<file path="src/rtl/alu_sequencer.sv">
// alu_sequencer: issue/execute/write-back controller for the 16-bit ALU.
// Accepts one instruction at a time over valid/ready. It holds the decoded
// ALU controls for the operation latency, then emits a one-cycle write-back.
// Optional feature macro: ALU_SEQ_PERF_EN adds the retired_cnt output.
module alu_sequencer #(
    parameter int DATA_W     = 16,
    parameter int MUL_CYCLES = 2,
    parameter int DIV_CYCLES = 8
) (
    input  logic              clk,
    input  logic              rst_n,
    input  logic              instr_valid,
    input  logic [15:0]       instr,
    output logic              instr_ready,
    output logic [3:0]        rs1_addr,
    output logic [3:0]        rs2_addr,
    input  logic              rs2_zero,
    output logic              alu_en,
    output logic [2:0]        alu_op,
    output logic              alu_sub,
    input  logic [DATA_W-1:0] alu_result,
    output logic              wb_en,
    output logic [3:0]        wb_addr,
    output logic [DATA_W-1:0] wb_data,
    output logic              div_zero,
    output logic              illegal,
`ifdef ALU_SEQ_PERF_EN
    output logic [15:0]       retired_cnt,
`endif
    output logic              busy
);

    typedef enum logic [1:0] {
        IDLE = 2'd0,
        EXEC = 2'd1,
        WB   = 2'd2,
        TRAP = 2'd3
    } state_t;

    localparam logic [3:0] MUL_LAST = 4'(MUL_CYCLES - 1);
    localparam logic [3:0] DIV_LAST = 4'(DIV_CYCLES - 1);

    state_t     state_q, state_d;
    logic [3:0] cnt_q;
    logic       first_q;
    logic       is_div_q;

    logic       hs;
    logic       div_abort;
    logic       dec_legal;
    logic [2:0] dec_op;
    logic       dec_sub;
    logic [3:0] dec_last;

    assign instr_ready = (state_q == IDLE) || (state_q == WB);
    assign busy        = (state_q != IDLE);
    assign hs          = instr_valid && instr_ready;

    // A zero divisor seen in the first EXEC cycle of a DIV skips the remaining latency.
    assign div_abort = (state_q == EXEC) && first_q && is_div_q && rs2_zero;

    // Decode the offered opcode into ALU controls and last counter value.
    always_comb begin
        dec_legal = 1'b1;
        dec_op    = 3'b000;
        dec_sub   = 1'b0;
        dec_last  = 4'd0;
        case (instr[15:12])
            4'b0000: dec_op = 3'b000;
            4'b0001: begin
                dec_op  = 3'b001;
                dec_sub = 1'b1;
            end
            4'b0010: dec_op = 3'b010;
            4'b0011: dec_op = 3'b011;
            4'b0100: begin
                dec_op   = 3'b100;
                dec_last = MUL_LAST;
            end
            4'b0101: begin
                dec_op   = 3'b101;
                dec_last = DIV_LAST;
            end
            default: dec_legal = 1'b0;
        endcase
    end

    // Next-state logic for the issue/execute/write-back sequence.
    always_comb begin
        state_d = state_q;
        case (state_q)
            IDLE: begin
                if (hs) state_d = dec_legal ? EXEC : TRAP;
            end
            EXEC: begin
                if (div_abort || (cnt_q == 4'd0)) state_d = WB;
            end
            WB: begin
                if (hs) state_d = dec_legal ? EXEC : TRAP;
                else    state_d = IDLE;
            end
            TRAP:    state_d = IDLE;
            default: state_d = IDLE;
        endcase
    end

    // State register.
    always_ff @(posedge clk or negedge rst_n) begin
        if (!rst_n) state_q <= IDLE;
        else        state_q <= state_d;
    end

    // Latch operands and controls on a legal handshake; run the latency counter in EXEC.
    always_ff @(posedge clk or negedge rst_n) begin
        if (!rst_n) begin
            alu_op   <= 3'b000;
            alu_sub  <= 1'b0;
            rs1_addr <= 4'd0;
            rs2_addr <= 4'd0;
            wb_addr  <= 4'd0;
            cnt_q    <= 4'd0;
            first_q  <= 1'b0;
            is_div_q <= 1'b0;
        end else if (hs && dec_legal) begin
            alu_op   <= dec_op;
            alu_sub  <= dec_sub;
            rs1_addr <= instr[7:4];
            rs2_addr <= instr[3:0];
            wb_addr  <= instr[11:8];
            cnt_q    <= dec_last;
            first_q  <= 1'b1;
            is_div_q <= (instr[15:12] == 4'b0101);
        end else if (state_q == EXEC) begin
            first_q <= 1'b0;
            if (cnt_q != 4'd0) cnt_q <= cnt_q - 4'd1;
        end
    end

    // Registered strobes track the state being entered so they line up with it.
    always_ff @(posedge clk or negedge rst_n) begin
        if (!rst_n) begin
            alu_en   <= 1'b0;
            wb_en    <= 1'b0;
            illegal  <= 1'b0;
            div_zero <= 1'b0;
            wb_data  <= '0;
        end else begin
            alu_en   <= (state_d == EXEC);
            wb_en    <= (state_d == WB);
            illegal  <= (state_d == TRAP);
            div_zero <= (state_d == WB) && div_abort;
            if ((state_q == EXEC) && (state_d == WB))
                wb_data <= div_abort ? {DATA_W{1'b1}} : alu_result;
        end
    end

`ifdef ALU_SEQ_PERF_EN
    // Count retired instructions, one per write-back, wrapping at 16 bits.
    always_ff @(posedge clk or negedge rst_n) begin
        if (!rst_n)               retired_cnt <= 16'd0;
        else if (state_d == WB)   retired_cnt <= retired_cnt + 16'd1;
    end
`endif

endmodule
</file>
<file path="config.mk">
export PLATFORM = sky130hd
export DESIGN_NAME = alu_sequencer
export DESIGN_NICKNAME = d
export VERILOG_FILES = /design/src/rtl/alu_sequencer.sv
export SDC_FILE = /design/constraint.sdc
export NUM_CORES = 1
export LEC_CHECK = 0
export BUFFER_PORTS_ARGS = -buffer_cell sky130_fd_sc_hd__buf_2
export CAP_MARGIN = 5
export CELL_PAD_IN_SITES_DETAIL_PLACEMENT = 1
export CELL_PAD_IN_SITES_GLOBAL_PLACEMENT = 1
export CORE_ASPECT_RATIO = 1.5
export CORE_MARGIN = 2
export CORE_UTILIZATION = 31
export CTS_BUF_LIST = sky130_fd_sc_hd__clkbuf_8 sky130_fd_sc_hd__clkbuf_16
export DETAILED_ROUTE_END_ITERATION = 7
export MAX_ROUTING_LAYER = met4
export PLACE_DENSITY_LB_ADDON = 0.1
export SYNTH_ARGS = -nofsm -noshare
export SYNTH_HDL_FRONTEND = slang
export SYNTH_SLANG_ARGS = --single-unit
</file>
<file path="constraint.sdc">
create_clock -name clk -period 1.6 [get_ports clk]
set_input_delay 0.16 -clock clk [delete_from_list [all_inputs] [get_ports clk]]
set_output_delay 0.16 -clock clk [all_outputs]
set_load 0.05 [all_outputs]
</file>
== Word level (Yosys, flattened, before mapping) ==
Cells that the tools add are included.
Word-level totals
  flip-flop bits (word level): 44
  input port bits: 36
Operators by class
  add/sub/neg operators: 1
  equal/unequal tests: 11
  muxes and demuxes: 15
  reduce and logical (&&, ||, !) cells: 18
Operators by type and width (number)
  $mux 16: 1
  $pmux 3 s5: 1
  $mux 4: 3
  $eq 2x2->1 const B: 4
  $eq 4x2->1 const B: 2
  $eq 4x3->1 const B: 2
  $logic_not 4->1: 2
  $mux 2: 4
  $pmux 2 s4: 1
  $logic_and 1x1->1: 7
  $pmux 3 s2: 1
  $reduce_bool 2->1: 3
  $reduce_or 6->1: 1
  $eq 2x1->1 const B: 2
  $eq 4x1->1 const B: 1
  $mux 1: 4
  $reduce_bool 4->1: 1
  $sub 4x1->4 const B: 1
  $logic_not 2->1: 1
  $logic_or 1x1->1: 2
  $reduce_and 2->1: 1

== Logic depth before layout (Yosys ltp) ==
Gate-level depths: netlist of the first run.
  word-level depth: 9
  depth in mapped cells: 7
  gate-level depth less buffers: 6

== Worst setup path after synthesis of the first run ==
No wires, ideal clock.
  path kind: register to register
  start: reg cnt_q[0]
  end: reg wb_data[10]
  library setup time: 0.121 ns
  arrival time: 1.519 ns
  data required time: 1.479 ns
  slack: -0.040 ns
  cell stages (with the launch flop): 7
  path buffers: 1
  cells stage by stage: dfrtp_1 inv_1 ha_1 nor3b_1 nand3_1 clkbuf_1 o22a_1
On the way
  word-level cells in the longest chain between the ends: 6
RTL lines
  start: declaration: RTL line 44  | logic [3:0] cnt_q;
  start signal: assignment: RTL line 130  | cnt_q <= dec_last;
  start signal: assignment: RTL line 135  | if (cnt_q != 4'd0) cnt_q <= cnt_q - 4'd1;
  $logic_not 4->1: RTL line 96  | if (div_abort || (cnt_q == 4'd0)) state_d = WB;
  $logic_or 1x1->1: RTL line 96
  $mux 2: RTL line 96
  $pmux 2 s4: RTL line 91  | case (state_q)
  $eq 2x2->1: RTL line 152  | if ((state_q == EXEC) && (state_d == WB))
  $logic_and 1x1->1: RTL line 152
  end signal: assignment: RTL line 153  | wb_data <= div_abort ? {DATA_W{1'b1}} : alu_result;
  end: declaration: RTL line 24  | output logic [DATA_W-1:0] wb_data,
Every way passes these cells.
A chain may end at the register's enable or synchronous reset.

== Final worst setup path of the first run ==
  start: reg cnt_q[1]
  end: reg wb_data[14]
The elaborated chain is that of the path after synthesis.

==> results.md, run 1 <==
* Number of routed nets with antenna violations at 0
* Pin count of the biggest net entering global routing at 45
* CTS tree: built
* Max clock buf depth at 2
* CP Buf/Inv Count at 2
* Slowest cell on the critical path: dfrtp_1
* Crit path max fanout at 16
* Die ar. at roughly 6200 um2
* Outcome: finished clean
* IO buf count at 73
* Library cells used by synthesis at 29
* Via-per-instance ratio at between 4 and 5
* CP Depth at 6
* Hold EP: wb_addr[1]$_DFFE_PN0P_
* Lkg Pwr at ~0.0012 uW
* Hold WC Path Type: primary input to register
* DRC errors left at 0
* Clk_lat worst skew at 0.29 ns
* P_int at about 2800 uW
* Logic pwr share at 53.7%
* FF-to-FF Start: cnt_q[1]$_DFFE_PN0P_
* Crit path DAT at 1.71 ns
* CTS buffer count at 5
* First-pass GRT wire length at 7390 um
* Max-slew violations at 0
* H-tree lvl count at 2
* Clk sink count at 44
* FMAX at 652 MHz
* Core area at between 5000 and 6000 um2
* GRT overflow at 0
* Kind of critical path: register to register
* Final GP Congestion at ~0.71
* First DRT Iteration DRCs at 33
* Final hold viol count at 0
* Worst-path clk slew at around 0.08 ns
* Finished Core Util at a little over two fifths
* Seq pwr share at about a third
* Initial antenna violation count at 0
* Dpl ws at around 0.031 ns
* Worst Max-Slew Pin Slew at 0.426 ns
* Net Sw Frac at about half
* Final setup viols at 0
* WL per Instance at 14.4 um
* Synthesized flop and latch total at between 40 and 50
* Final nets at between 200 and 300
* Die Ht at ~96 um
* DP HPWL at between 3000 and 4000 um
* Share of post-route cells with drive strength above 1 at just over 40%
* Hold Path Stages at 3
* Hold wc startpoint: instr[9]
* Synth-to-Final Area Change at 35.7%
* Worst-case vdd ir drop at 0.941 mV
* Fin crit share at between 90% and 100%
* Clk_skew at around 0.0084 ns
* Switch Pwr at 2800 uW
* Slew HR at between 70% and 80%
* Worst Path Required at approximately 1.8 ns
* GRT Util Overall at around 16%
* Sequential fraction of the synthesis area at between 60% and 70%
* Ys Warns at 0
* Kind of end point of the critical path: register
* Number of max-cap violations at 0
* I/O pin cnt at between 70 and 80
* Via count at roughly 1,500
* Period minus WS final at 1.53 ns
* Number of global-route vias before repair at about 1,600
* Reg2reg end: wb_data[14]$_DFFE_PN0P_
* Cells after Synth at approximately 160
* Post-Syn Area at ~1700 um2
* Critical Path Max Stage Delay at slightly above 0.4 ns
* Total power at 5630 uW
* Die X at roughly 65 um
* Reg2Reg Depth at 6
* PD cells at between 2000 and 2500 nW/um2
* Reg-to-reg slack, setup at just under 0.07 ns
* Mapped Avg Cell Area at ~11 um2
* CP cell instances: inv_1 > ha_2 > nor3b_4 > nand3_1 > buf_6 > o22a_1
* Worst Slack Setup Final at a little under 0.07 ns
* Drt total wl at ~4500 um
* Pre-antenna DRT Iters at 5
* Synth Net Count at around 190
* Initial Utilization at about a third
* Cell row count at 33
* Clock Power Share at 13.1%
* Root Buffer: clkbuf_8
* Startpoint types: register
* CP top delay family: flip-flops
* Ant diodes at 0
## layout make-up
| class | instances | area (um2) |
|---|---|---|
| Fill cell | 665 | 3100 |
| Sequential cell | 44 | 1100 |
| Multi-Input combinational cell | 100 | 589 |
| Timing Repair Buffer | 83 | 459 |
| Clock buffer | 7 | 96.3 |
| Tap cell | 70 | 87.6 |
| Inverter | 5 | 18.8 |
## power by group through the flow
stage,clock [uW],combinational [uW],sequential (uW)
finish,736,3020,1870
global route,832,3220,1930
CTS,775,3010,1870
detailed placement,0,3000,1890
global placement,0,2910,1850
floorplan,0,945,3170
## routing by layer
metal	vias up	GRT usage, %	share of wire [%]
met5	-	-	0
met4	0	6.94	2.1
met3	8	3.54	4.8
met2	43	27.6	52
met1	733	18.0	41
li1	691	-	-
## worst max-delay path by stage
stage / startpoint / to / slack (ns)
2_1_floorplan: state_q[0]$_DFF_PN0_ / cnt_q[2]$_DFFE_PN0P_ / 0.04
3_3_place_gp: state_q[0]$_DFF_PN0_ / cnt_q[2]$_DFFE_PN0P_ / 0.13
3_5_place_dp: cnt_q[0]$_DFFE_PN0P_ / wb_data[14]$_DFFE_PN0P_ / 0.03
4_1_cts: cnt_q[0]$_DFFE_PN0P_ / wb_data[14]$_DFFE_PN0P_ / 0.02
5_1_grt: cnt_q[1]$_DFFE_PN0P_ / wb_data[15]$_DFFE_PN0P_ / -0.01
6_report: cnt_q[1]$_DFFE_PN0P_ / wb_data[14]$_DFFE_PN0P_ / 0.07
## registers in the layout, indices dropped and copies added, names as in the netlist
register  cells
div_zero      1
cnt_q         4
wb_en         1
alu_sub       1
rs1_addr      4
rs2_addr      4
first_q       1
is_div_q      1
wb_addr       4
state_q       2
wb_data      16
alu_en        1
alu_op        3
illegal       1
## worst reg2reg max path, stage by stage, from the launching register on
cell,delay [ns]
dfrtp_1,0.41
inv_1,0.08
ha_2,0.22
nor3b_4,0.22
nand3_1,0.11
buf_6,0.17
o22a_1,0.20
## layout by cell type, fill, tap and decap left out, types with 2 or more instances in the layout
cell type | synthesis | final
buf_2 | 2 | 73
nand2_1 | 44 | 44
dfrtp_1 | 44 | 44
o22a_1 | 16 | 16
nor2_1 | 12 | 11
clkbuf_8 | 0 | 7
buf_4 | 0 | 7
inv_1 | 5 | 5
a21oi_1 | 4 | 4
or2_2 | 2 | 2
nand3_1 | 2 | 2
nor3_1 | 2 | 2
a22o_1 | 2 | 2
## timing repair
action	in CTS	in global routing
hold buffers	1	0
setup endpoints to repair	0	20
hold endpoints to repair	44	0
gates resized for setup	0	4
setup buffers	0	1
## cells by family after synthesis
kind of cell               Yosys count  share of synthesized area, %
AOI/OAI and AO/OA                   29                          14.2
xor gates and xnor gates             1                         0.506
adders and majority gates            1                         0.722
buffers and inverters               11                          3.39
DFF                                 44                          63.5
muxes                                1                         0.578
and+or+nand+nor                     68                          17.0
## Yosys cell counts
library cell  instances  share of area [%]
dfrtp_1              44                 64
nand2_1              44                9.5
o22a_1               16                8.1
nor2_1               12                2.6
inv_1                 5                1.1
a21oi_1               4                1.2
a22o_1                2                1.0
buf_2                 2               0.58
buf_6                 2                1.3
clkbuf_1              2               0.43
nand3_1               2               0.58
nor3_1                2               0.58
or2_2                 2               0.72
a211o_1               1               0.51
a211oi_2              1               0.72
a21o_1                1               0.43
a21oi_2               1               0.51
a221oi_2              1               0.87
and4bb_2              1               0.72
ha_1                  1               0.72
mux2i_1               1               0.58
nand2b_1              1               0.36
nand2b_4              1               0.79
nor2b_1               1               0.36
nor3b_1               1               0.43
nor4_1                1               0.36
o22ai_1               1               0.36
o32a_1                1               0.58
xnor2_1               1               0.51
## per-stage QoR
| step | cells | hold WS (ns) | cell area (um2) | setup TNS (ns) |
|---|---|---|---|---|
| finish | 309 | 0.0517 | 2350 | 0 |
| floorplan | 155 | -0.136 | 1740 | 0 |
| CTS | 308 | 0.0449 | 2330 | 0 |
| global route | 309 | 0.0395 | 2350 | -0.0450 |
| global placement | 300 | 0.151 | 2220 | 0 |
| detailed placement | 300 | 0.158 | 2220 | 0 |
Power figures use the tool's default switching activity.
==> inputs of run 2 (changes only) <==
--- a/config.mk
+++ b/config.mk
@@ -6,12 +6,11 @@
 export NUM_CORES = 1
 export LEC_CHECK = 0
 export BUFFER_PORTS_ARGS = -buffer_cell sky130_fd_sc_hd__buf_2
-export CAP_MARGIN = 5
 export CELL_PAD_IN_SITES_DETAIL_PLACEMENT = 1
 export CELL_PAD_IN_SITES_GLOBAL_PLACEMENT = 1
 export CORE_ASPECT_RATIO = 1.5
 export CORE_MARGIN = 2
-export CORE_UTILIZATION = 31
+export CORE_UTILIZATION = 37
 export CTS_BUF_LIST = sky130_fd_sc_hd__clkbuf_8 sky130_fd_sc_hd__clkbuf_16
 export DETAILED_ROUTE_END_ITERATION = 7
 export MAX_ROUTING_LAYER = met4
==> constraint.sdc (replaced) <==
create_clock -name clk -period 1.9 [get_ports clk]
set_input_delay 0.19 -clock clk [delete_from_list [all_inputs] [get_ports clk]]
set_output_delay 0.19 -clock clk [all_outputs]
set_load 0.05 [all_outputs]
==> results.md, run 2 (synthesis results as in run 1) <==
* Via-per-instance ratio at 5.02 (+5.1%)
* Most frequent cells in the layout: buf_2 (73), nand2_1 (44), dfrtp_1 (44), o22a_1 (16), nor2_1 (12)
* H-tree lvl count at 2 (unchanged)
* CP Buf/Inv Count at 2 (unchanged)
* GRT Util Overall at 18.2% (+2.1 points)
* Drt total wl at 4170 um (-6.6%)
* Filler instances at 542 (-18%)
* FMAX at 616 MHz (-5.7%)
* Critical Path Max Stage Delay at 0.41 ns (about the same)
* RSZ-0062 raised after global routing: false
* Crit path DAT at 1.80 ns (+0.09 ns)
* Commonest non-fill, non-tap cell in the layout: buf_2
* Cell row count at 30 (-9.1%)
* Period minus WS final at 1.62 ns (+0.0918 ns)
* DP HPWL at 3210 um (-5.3%)
* Busiest grt layer: met2
* Max clock buf depth at 2 (unchanged)
* Worst Path Required at 2.07 ns (+0.29 ns)
* Startpoint types: register
* I/O pin cnt at 74 (unchanged)
* Number of routed nets with antenna violations at 0 (unchanged)
* DRC errors left at 0 (unchanged)
* Clk_skew at 0.00940 ns (+0.00102 ns)
* Die Ht at 87.8 um (-8.1%)
* Hold WC Path Type: primary input to register
* GRT overflow at 0 (unchanged)
* CTS buffer count at 5 (unchanged)
* Final setup viols at 0 (unchanged)
* Met2 usage at 30.3% (+2.8 points)
* Setup bufs post-CTS at 0 (unchanged)
* Via count at 1,425 (-3.4%)
* First DRT Iteration DRCs at 42 (+27%)
* Initial antenna violation count at 0 (unchanged)
* Design area at 2260 um2 (-4.0%)
* Kind of end point of the critical path: register
* Die ar. at 5260 um2 (-15%)
* Worst Max-Slew Pin Slew at 0.638 ns (+0.211 ns)
* Cts repair resizes at 0 (unchanged)
* Lkg Pwr at 0.00117 uW (-2.3%)
* CP top delay family: flip-flops
* Worst-case vdd ir drop at 0.810 mV (-14%)
* CP cell instances: inv_1 > ha_1 > nor3b_1 > nand3_1 > buf_4 > o22a_1
* Core area at 4500 um2 (-17%)
* Fin crit share at 85.5% (-10 points)
* Initial Utilization at 38.5% (+6.7 points)
* Number of global-route vias before repair at 1,539 (-0.97%)
* Number of max-cap violations at 0 (unchanged)
* Crit path max fanout at 16 (unchanged)
* PD cells at 2050 nW/um2 (-14%)
* Pin count of the biggest net entering global routing at 29 (-36%)
* Synth-to-Final Area Change at 30.3%
* Final nets at 272 (-1.4%)
* Outcome: finished clean
* Finished Core Util at 50.1% (+7.0 points)
* Clk_lat worst skew at 0.29 ns (about the same)
* First-pass GRT wire length at 6950 um (-6.0%)
* Slowest cell on the critical path: dfrtp_1
* Slew HR at 57.5% (-14 points)
* Max reg flops at 16 (unchanged)
* Worst-path clk slew at 0.08 ns (about the same)
* Worst hold slack at 0.0857 ns (+0.0339 ns)
* Pre-antenna DRT Iters at 4 (-1)
* CTS tree: built
* Share of post-route cells with drive strength above 1 at 39.4% (-2.0 points)
* WL per Instance at 14.7 um (+1.6%)
* Clk sink count at 44 (unchanged)
* Max-slew violations at 0 (unchanged)
* Met1 usage at 21.9% (+3.9 points)
* Final hold viol count at 0 (unchanged)
* Ant diodes at 0 (unchanged)
* Multi-input gate area at 573 um2 (-2.8%)
* Final GP Congestion at 0.710 (about the same)
* Setup TNS at 0 ns (unchanged)
* Largest register by flop count: wb_data
* Root Buffer: clkbuf_8
* Grt met3 use at 3.55% (about the same)
* Kind of critical path: register to register
* Placed instance area at 2160 um2 (-3.0%)
* Register area at 1100 um2 (unchanged)
* Die X at 59.9 um (-7.9%)
* IO buf count at 73 (unchanged)
[run 2: stage by stage]
stage                     power [uW]  worst slack, ns  cells
after floorplan                 3450            0.260    155
after global placement          3980            0.330    275
after detailed placement        4070            0.293    275
after CTS                       4690            0.259    284
after global routing            4920            0.147    284
final                           4620            0.276    284
[run 2: path summary, 6_finish.rpt]
check,start,end,slack [ns],cells past startpoint
hold reg to reg,rs2_addr[0]$_DFFE_PN0P_,rs2_addr[0]$_DFFE_PN0P_,0.48,2
max in group asynchronous,rst_n,wb_data[13]$_DFFE_PN0P_,0.78,3
min in group asynchronous,rst_n,illegal$_DFF_PN0_,0.44,2
setup / recovery,cnt_q[0]$_DFFE_PN0P_,wb_data[15]$_DFFE_PN0P_,0.28,6
hold / removal,instr[10],wb_addr[2]$_DFFE_PN0P_,0.09,3
setup reg to reg,cnt_q[0]$_DFFE_PN0P_,wb_data[15]$_DFFE_PN0P_,0.28,6
[run 2: routing by layer]
metal / share of wire (%) / routed length (um) / vias to the layer above
li1: - / - / 681
met1: 42 / 1730 / 695
met2: 53 / 2200 / 45
met3: 4.9 / 205 / 4
met4: 0.70 / 29 / 0
met5: 0 / 0 / -
[run 2: final cells by class]
class / instances / share of cell area [%]
Timing Repair Buffer: 79 / 18.3
Tap cell: 48 / 2.66
Inverter: 5 / 0.831
Clock buffer: 6 / 3.66
Multi-Input combinational cell: 100 / 25.4
Sequential cell: 44 / 48.8
Clock inverter: 2 / 0.443
[run 2: tightest hold or removal path: cells and delay by family]
| kind | cells | cell delay, ns |
|---|---|---|
| buf+inv | 1 | 0.07 |
| simple gates | 2 | 0.09 |
[run 2: where the power goes]
part / switching, uW / internal (uW)
Clock: 315 / 290
Combinational: 1800 / 669
Sequential: 218 / 1330
Total: 2330 / 2290
[run 2: timing repair]
| action | in CTS | in global routing |
|---|---|---|
| hold buffers | 1 | 0 |
| setup endpoints to repair | 0 | 0 |
| endpoints found under the hold margin | 27 | 0 |
